**config.mk**
```make
export PLATFORM = sky130hd
export DESIGN_NAME = reg_bank_reader
export DESIGN_NICKNAME = d
export VERILOG_FILES = /design/src/rtl/reg_bank_reader.sv
export SDC_FILE = /design/constraint.sdc
export NUM_CORES = 1
export LEC_CHECK = 0
export BUFFER_PORTS_ARGS = -buffer_cell sky130_fd_sc_hd__buf_2
export CAP_MARGIN = 20
export CORE_MARGIN = 4
export CORE_UTILIZATION = 39
export DETAILED_ROUTE_END_ITERATION = 16
export HOLD_SLACK_MARGIN = 0.03
export PLACE_DENSITY = 0.63
export SYNTH_ARGS = -nofsm -noshare
export SYNTH_HDL_FRONTEND = slang
export SYNTH_SLANG_ARGS = --single-unit
```
**constraint.sdc**
```tcl
create_clock -name clk -period 1.44 [get_ports clk]
set_input_delay 0.216 -clock clk [delete_from_list [all_inputs] [get_ports clk]]
set_output_delay 0.216 -clock clk [all_outputs]
set_load 0.05 [all_outputs]
```
**src/rtl/reg_bank_reader.sv**
```systemverilog
// Read-side sequencer for the operand/result register bank: sweeps an address
// range, issues one read per word and hands each word downstream over valid/ready.
module reg_bank_reader #(
  parameter int DATA_W = 4,
  parameter int ADDR_W = 2,
  parameter int RD_LAT = 1
) (
  input  logic              clk,
  input  logic              clr_n,
  input  logic              start,
  input  logic [ADDR_W-1:0] first_addr,
  input  logic [ADDR_W-1:0] last_addr,
  output logic              rd_en,
  output logic [ADDR_W-1:0] rd_addr,
  input  logic [DATA_W-1:0] rd_data,
  output logic [DATA_W-1:0] out_data,
  output logic [ADDR_W-1:0] out_addr,
  output logic              out_valid,
  input  logic              out_ready,
  output logic              out_last,
  output logic              busy,
  output logic              done
);

  typedef enum logic [2:0] {
    IDLE,
    READ,
    WAIT,
    PRESENT,
    FINISH
  } state_t;

  state_t              state_q;
  logic [ADDR_W-1:0]   cur_addr_q;
  logic [ADDR_W-1:0]   last_addr_q;
  logic [1:0]          wait_cnt_q;
  logic                rd_en_q;
  logic [DATA_W-1:0]   out_data_q;
  logic [ADDR_W-1:0]   out_addr_q;
  logic                out_valid_q;
  logic                out_last_q;
  logic                busy_q;
  logic                done_q;

  // NOTE: every register, datapath included, is cleared by the async reset so
  // an aborted sweep leaves no stale word visible downstream.
  always_ff @(posedge clk or negedge clr_n) begin
    if (!clr_n) begin
      state_q     <= IDLE;
      cur_addr_q  <= '0;
      last_addr_q <= '0;
      wait_cnt_q  <= '0;
      rd_en_q     <= 1'b0;
      out_data_q  <= '0;
      out_addr_q  <= '0;
      out_valid_q <= 1'b0;
      out_last_q  <= 1'b0;
      busy_q      <= 1'b0;
      done_q      <= 1'b0;
    end else begin
      // NOTE: non-blocking throughout; done is a pulse, so it defaults low
      // and only the PRESENT->FINISH transition raises it for one cycle.
      done_q <= 1'b0;
      case (state_q)
        IDLE: begin
          if (start) begin
            cur_addr_q  <= first_addr;
            last_addr_q <= last_addr;
            rd_en_q     <= 1'b1;
            busy_q      <= 1'b1;
            state_q     <= READ;
          end
        end

        READ: begin
          rd_en_q    <= 1'b0;
          wait_cnt_q <= 2'(RD_LAT);
          state_q    <= WAIT;
        end

        WAIT: begin
          // The bank's data is valid on the last count of the latency window.
          if (wait_cnt_q == 2'd1) begin
            out_data_q  <= rd_data;
            out_addr_q  <= cur_addr_q;
            out_valid_q <= 1'b1;
            out_last_q  <= (cur_addr_q == last_addr_q);
            state_q     <= PRESENT;
          end else begin
            wait_cnt_q <= wait_cnt_q - 2'd1;
          end
        end

        PRESENT: begin
          if (out_ready) begin
            out_valid_q <= 1'b0;
            out_last_q  <= 1'b0;
            if (out_last_q) begin
              done_q  <= 1'b1;
              state_q <= FINISH;
            end else begin
              // Address wraps naturally through the top of the bank.
              cur_addr_q <= cur_addr_q + 1'b1;
              rd_en_q    <= 1'b1;
              state_q    <= READ;
            end
          end
        end

        FINISH: begin
          busy_q  <= 1'b0;
          state_q <= IDLE;
        end

        default: begin
          busy_q  <= 1'b0;
          rd_en_q <= 1'b0;
          state_q <= IDLE;
        end
      endcase
    end
  end

  assign rd_en     = rd_en_q;
  assign rd_addr   = cur_addr_q;
  assign out_data  = out_data_q;
  assign out_addr  = out_addr_q;
  assign out_valid = out_valid_q;
  assign out_last  = out_last_q;
  assign busy      = busy_q;
  assign done      = done_q;

endmodule
```
==> impl_metrics.tcl, run 1 <==
set metrics [dict create \
    status "finished, final reports clean" \
    cp_max_fo 10 \
    cap_viol_max_count 0 \
    detail-route-antenna-nets 0 \
    die_x_um 58.7 \
    peakVddDrop_v 0.00145 \
    clk_path_buf_depth 2 \
    skew_ns 0.000747 \
    grt_usage 0.135 \
    vias_per_cell 5.18 \
    dieArea_um2 3440 \
    synth_async_sr_flop_share 1.00 \
    hold_viol 0 \
    post-route-cell-area_um2 1310 \
    grt_max_degree 21 \
    total_power_mw 3.43 \
    p_clk_frac 0.095 \
    dp_hpwl_um 1540 \
    drc 0 \
    relSlewSlack 0.698 \
    worstMarginPinSlew_ns 0.453 \
    power_density_nw_per_um2 2620 \
    dr.max_layer_used "met4" \
    wl_met1_um 970 \
    cts_max_level 1 \
    dieHeight_um 58.7 \
    yosysSeqAreaShare 0.499 \
    grt_pass1_vias 818 \
    rsz0062_at_grt "true" \
    yosysTopAreaCellShare 0.499 \
    final_common_cell "buf_2" \
    clock_latency_ns 0.30 \
    setup_viol 0 \
    syn-cell-area_um2 1000 \
    critPathMaxStageDelay_ns 0.41 \
    ys.flop_type "dfrtp_1" \
    synth_nets 94 \
    firstDrtPassIters 4 \
    dpl_cell_area_um2 1220 \
    rows 18 \
    nets 131 \
    cp_cell_sequence "buf_4, nor4b_4, mux2_4" \
    ys_ff_latch 20 \
    cts_made_buffers 3 \
    syn-instance-count 81 \
    first_iter_violations 9 \
    cp_data_required_time_ns 1.64 \
    whs_ns 0.134 \
    fmax_ghz 0.698 \
    io_pins 25 \
    p_sw_mw 1.54 \
    wl_per_cell_um 14.0 \
    start_util 0.408 \
    cp-start-kind "flop" \
    period_share 0.995 \
    syn_to_final_growth_pct 30.7 \
    fin_crit_ns 1.43 \
    wl_um 2060 \
    cp-end-kind "flop" \
    antenna_cells 0 \
    routabilityCongestion 0.720 \
    vias 761 \
    io_buffers 24 \
    r2r_slack_ns 0.007 \
    synth-edff-count 0 \
    crit_arrival_ns 1.63 \
    place_inst 140 \
    maxSlewViolCount 0 \
    cts_tree "built" \
    power_frac_seq 0.294 \
    wl_met3_um 142 \
    ys_types 35 \
    synth_area_leaders "dfrtp_1 50%, mux2_4 9.0%, a21oi_1 3.0%, nor2b_1 2.5%, nor4b_4 2.4%" \
    switching_share 0.449 \
    total_leakage_power_nw 0.621 \
    grt_pass1_wl_um 3600 \
    core_area_um2 2450 \
    internal_power_mw 1.89 \
    path_clk_slew_ns 0.11 \
    drive_above_1_share 0.487 \
    p_comb_frac 0.610 \
    avgSynthCellArea_um2 12.4 \
    layout_common_cells "24 x buf_2, 19 x dfrtp_1, 8 x mux2_4, 8 x buf_4, 6 x a21oi_1" \
    hold_class "in -> reg" \
    gr-total-overflow 0 \
    final_util 0.534 \
    crit_type "reg -> reg" \
    finalNonFillerCells 147 \
    antenna_found_initial 0 \
    root_buffer "clkbuf_4" \
    clock_sinks 20 \
    cp_slowest_cell "dfrtp_1" \
    synth_top_area_cell "dfrtp_1" \
    ys_warn_count 0 \
    wl_met2_um 915 \
]
==> final cells by class <==
type | count | area [um^2]
clock buffers | 4 | 36.3
fillers | 225 | 1140
inverters | 3 | 11.3
multi-input cells | 54 | 482
flip-flops and latches | 20 | 502
well taps | 30 | 37.5
repair buffers | 36 | 241
==> per-layer routing <==
metal  up-vias  global-route usage
met1       362               0.175
met2        25               0.222
met4         0              0.0291
met5         -                   0
li1        369                   -
met3         5              0.0417
==> critical path: cells and delay by family (launching register included) <==
family                 cells  cell delay [ns]
flip-flops                 1             0.41
buffers and inverters      1             0.18
multiplexers               1             0.33
AND/OR/NAND/NOR            1             0.40
==> metrics by stage <==
step                TNS, ns  setup slack (ns)
finish                    0           0.00653
global route        -0.0278           -0.0113
CTS                       0            0.0182
detailed placement        0            0.0120
global placement          0            0.0525
floorplan                 0             0.105
==> synth_stat cells, types with 3 or more instances <==
| cell type | n |
|---|---|
| a21oi_1 | 6 |
| dfrtp_1 | 20 |
| inv_1 | 3 |
| mux2_4 | 6 |
| nor2_1 | 3 |
| nor2b_1 | 4 |
==> registers in the layout, summed over array words and instances, names as in the netlist <==
name and count:
out_valid 1, state_q 3, rd_en 1, last_addr_q 2, out_addr 2, busy 1, out_data 4, out_last 1
done 1, rd_addr 2, wait_cnt_q 2
==> cells by family (layout without fill, tap and decap cells) <==
logic type	after synthesis	count (layout)	share of synthesized area
xor gates and xnor gates	2	2	0.0175
muxes	9	9	0.124
and+or+nand+nor	22	22	0.162
DFF	20	20	0.499
adders and majority gates	1	1	0.0125
buffers and inverters	7	43	0.0462
AOI/OAI and AO/OA	20	20	0.139
==> power groups by stage <==
stage	clock (mW)	sequential (mW)	combinational, mW
finish	0.327	1.01	2.10
CTS	0.341	1.00	2.02
floorplan	0	1.57	0.910
detailed placement	0	1.01	2.00
global placement	0	1.01	1.97
global route	0.357	1.06	2.25
==> worst paths after layout <==
path | from | to | depth (start not counted)
max in group asynchronous | clr_n | state_q[0] | 2
hold / removal | rd_data[0] | out_data[0] | 2
setup / recovery | state_q[2] | last_addr_q[1] | 3
setup reg to reg | state_q[2] | last_addr_q[1] | 3
min in group asynchronous | clr_n | out_data[3] | 2
hold reg to reg | out_data[2] | out_data[2] | 1
==> timing repair <==
item                                    in CTS  in global routing
resized for setup                            1                  7
endpoints found under the hold margin       20                  0
pin swaps                                    0                  2
hold buffers                                 1                  0
setup buffers                                0                  2
endpoints found under the setup margin       6                  9
Note: power is estimated with default switching activity, not from simulation.
==> run 2: changes to the inputs <==
--- a/config.mk
+++ b/config.mk
@@ -13,3 +13,3 @@
 export HOLD_SLACK_MARGIN = 0.03
-export PLACE_DENSITY = 0.63
+export PLACE_DENSITY = 0.61
 export SYNTH_ARGS = -nofsm -noshare
==> constraint.sdc (replaced) <==
create_clock -name clk -period 1.6 [get_ports clk]
set_input_delay 0.32 -clock clk [delete_from_list [all_inputs] [get_ports clk]]
set_output_delay 0.32 -clock clk [all_outputs]
set_load 0.05 [all_outputs]
==> impl_metrics.tcl, run 2 (same netlist as run 1, synthesis figures left out) <==
set metrics [dict create \
    cp-end-kind "flop" \
    cts_max_level 1 \
    wl_um 2060 \
    power_frac_seq 0.331 \
    dr.max_layer_used "met4" \
    grt_max_degree 21 \
    detail-route-antenna-nets 0 \
    worst_r2r_path_depth 4 \
    rsz0062_at_grt "false" \
    antenna_cells 0 \
    antenna_found_initial 0 \
    vias_per_cell 5.33 \
    root_buffer "clkbuf_4" \
    routabilityCongestion 0.788 \
    core_area_um2 2450 \
    clock_sinks 20 \
    worstMarginPinSlew_ns 0.463 \
    power_density_nw_per_um2 2330 \
    fmax_ghz 0.692 \
    finalNonFillerCells 138 \
    dieArea_um2 3440 \
    p_comb_frac 0.584 \
    hold_class "in -> reg" \
    cts_tree "built" \
    dieHeight_um 58.7 \
    die_x_um 58.7 \
    fill_cells 226 \
    p_sw_mw 1.32 \
    maxSlewViolCount 0 \
    skew_ns 0.00343 \
    post-route-cell-area_um2 1180 \
    period_share 0.903 \
    peakVddDrop_v 0.00121 \
    grt_usage 0.132 \
    firstDrtPassIters 4 \
    cp_max_fo 7 \
    place_inst 134 \
    cp-start-kind "flop" \
    io_buffers 24 \
    largest_register_ffs 4 \
    crit_arrival_ns 1.63 \
    wl_met2_um 946 \
    clock_latency_ns 0.29 \
    wl_met1_um 951 \
    wl_per_cell_um 14.9 \
    final_common_cell "buf_2" \
    p_clk_frac 0.085 \
    layout_common_cells "24 x buf_2, 20 x dfrtp_1, 6 x a21oi_1, 6 x mux2_4, 4 x nor2b_1" \
    drive_above_1_share 0.398 \
    vias 735 \
    total_leakage_power_nw 0.561 \
    setup_viol 0 \
    dp_hpwl_um 1490 \
    whs_ns 0.233 \
    gr-total-overflow 0 \
    crit_type "reg -> reg" \
    first_iter_violations 12 \
    path_clk_slew_ns 0.11 \
    rows 18 \
    grt_pass1_wl_um 3460 \
    dpl_cell_area_um2 1150 \
    grt_pass1_vias 712 \
    cts_made_buffers 3 \
    clk_path_buf_depth 2 \
    cap_viol_max_count 0 \
    drc 0 \
    relSlewSlack 0.691 \
    switching_share 0.478 \
    worst_slack_ns 0.155 \
    dp_slack_ns 0.0312 \
    min_path_cells 2 \
    cp_data_required_time_ns 1.79 \
    nets 123 \
    final_util 0.481 \
    start_util 0.408 \
    wl_met3_um 130 \
    internal_power_mw 1.44 \
    tns_ns 0 \
    syn_to_final_growth_pct 17.9 \
    fin_crit_ns 1.44 \
    total_power_mw 2.76 \
    status "finished, final reports clean" \
    io_pins 25 \
    hold_viol 0 \
]
[run 2: timing repair]
| action | in CTS | in global routing |
|---|---|---|
| buffers inserted | 0 | 0 |
| endpoints found under the hold margin | 20 | 0 |
| setup endpoints to repair | 0 | 6 |
| gates resized for setup | 0 | 1 |
| hold buffers | 1 | 0 |
[run 2: final timing paths]
| check | to | slack (ns) | start |
|---|---|---|---|
| max in group asynchronous | wait_cnt_q[0] | 0.78 | clr_n |
| min in group asynchronous | out_addr[1] | 0.50 | clr_n |
| setup / recovery | out_data[0] | 0.16 | wait_cnt_q[1] |
| hold / removal | last_addr_q[1] | 0.23 | last_addr[1] |
| hold reg to reg | last_addr_q[1] | 0.52 | last_addr_q[1] |
| setup reg to reg | out_data[0] | 0.16 | wait_cnt_q[1] |
[run 2: critical path, cell delays in order (launching register included)]
cell and delay [ns]:
dfrtp_1 0.37, inv_1 0.08, ha_1 0.22, and3b_2 0.34, mux2_4 0.32
[run 2: metal layers]
layer | track usage | vias up
li1 | - | 350
met1 | 0.186 | 361
met2 | 0.203 | 20
met3 | 0.0285 | 4
met4 | 0.0388 | 0
met5 | 0 | -
[run 2: layout make-up]
class | instances | area, um^2 | area share
Clock buffer | 3 | 22.5 | 0.0191
Inverter | 3 | 11.3 | 0.00953
Multi-Input combinational cell | 54 | 457 | 0.387
Sequential cell | 20 | 500 | 0.424
Tap cell | 30 | 37.5 | 0.0318
Timing Repair Buffer | 28 | 153 | 0.129
[run 2: power by group through the flow]
| stage | registers [mW] | clock network [mW] | logic (mW) |
|---|---|---|---|
| 2_1_floorplan | 1.42 | 0 | 0.819 |
| 3_3_place_gp | 0.917 | 0 | 1.59 |
| 3_5_place_dp | 0.927 | 0 | 1.62 |
| 4_1_cts | 0.917 | 0.241 | 1.62 |
| 5_1_grt | 0.957 | 0.271 | 1.73 |
| 6_report | 0.913 | 0.234 | 1.61 |
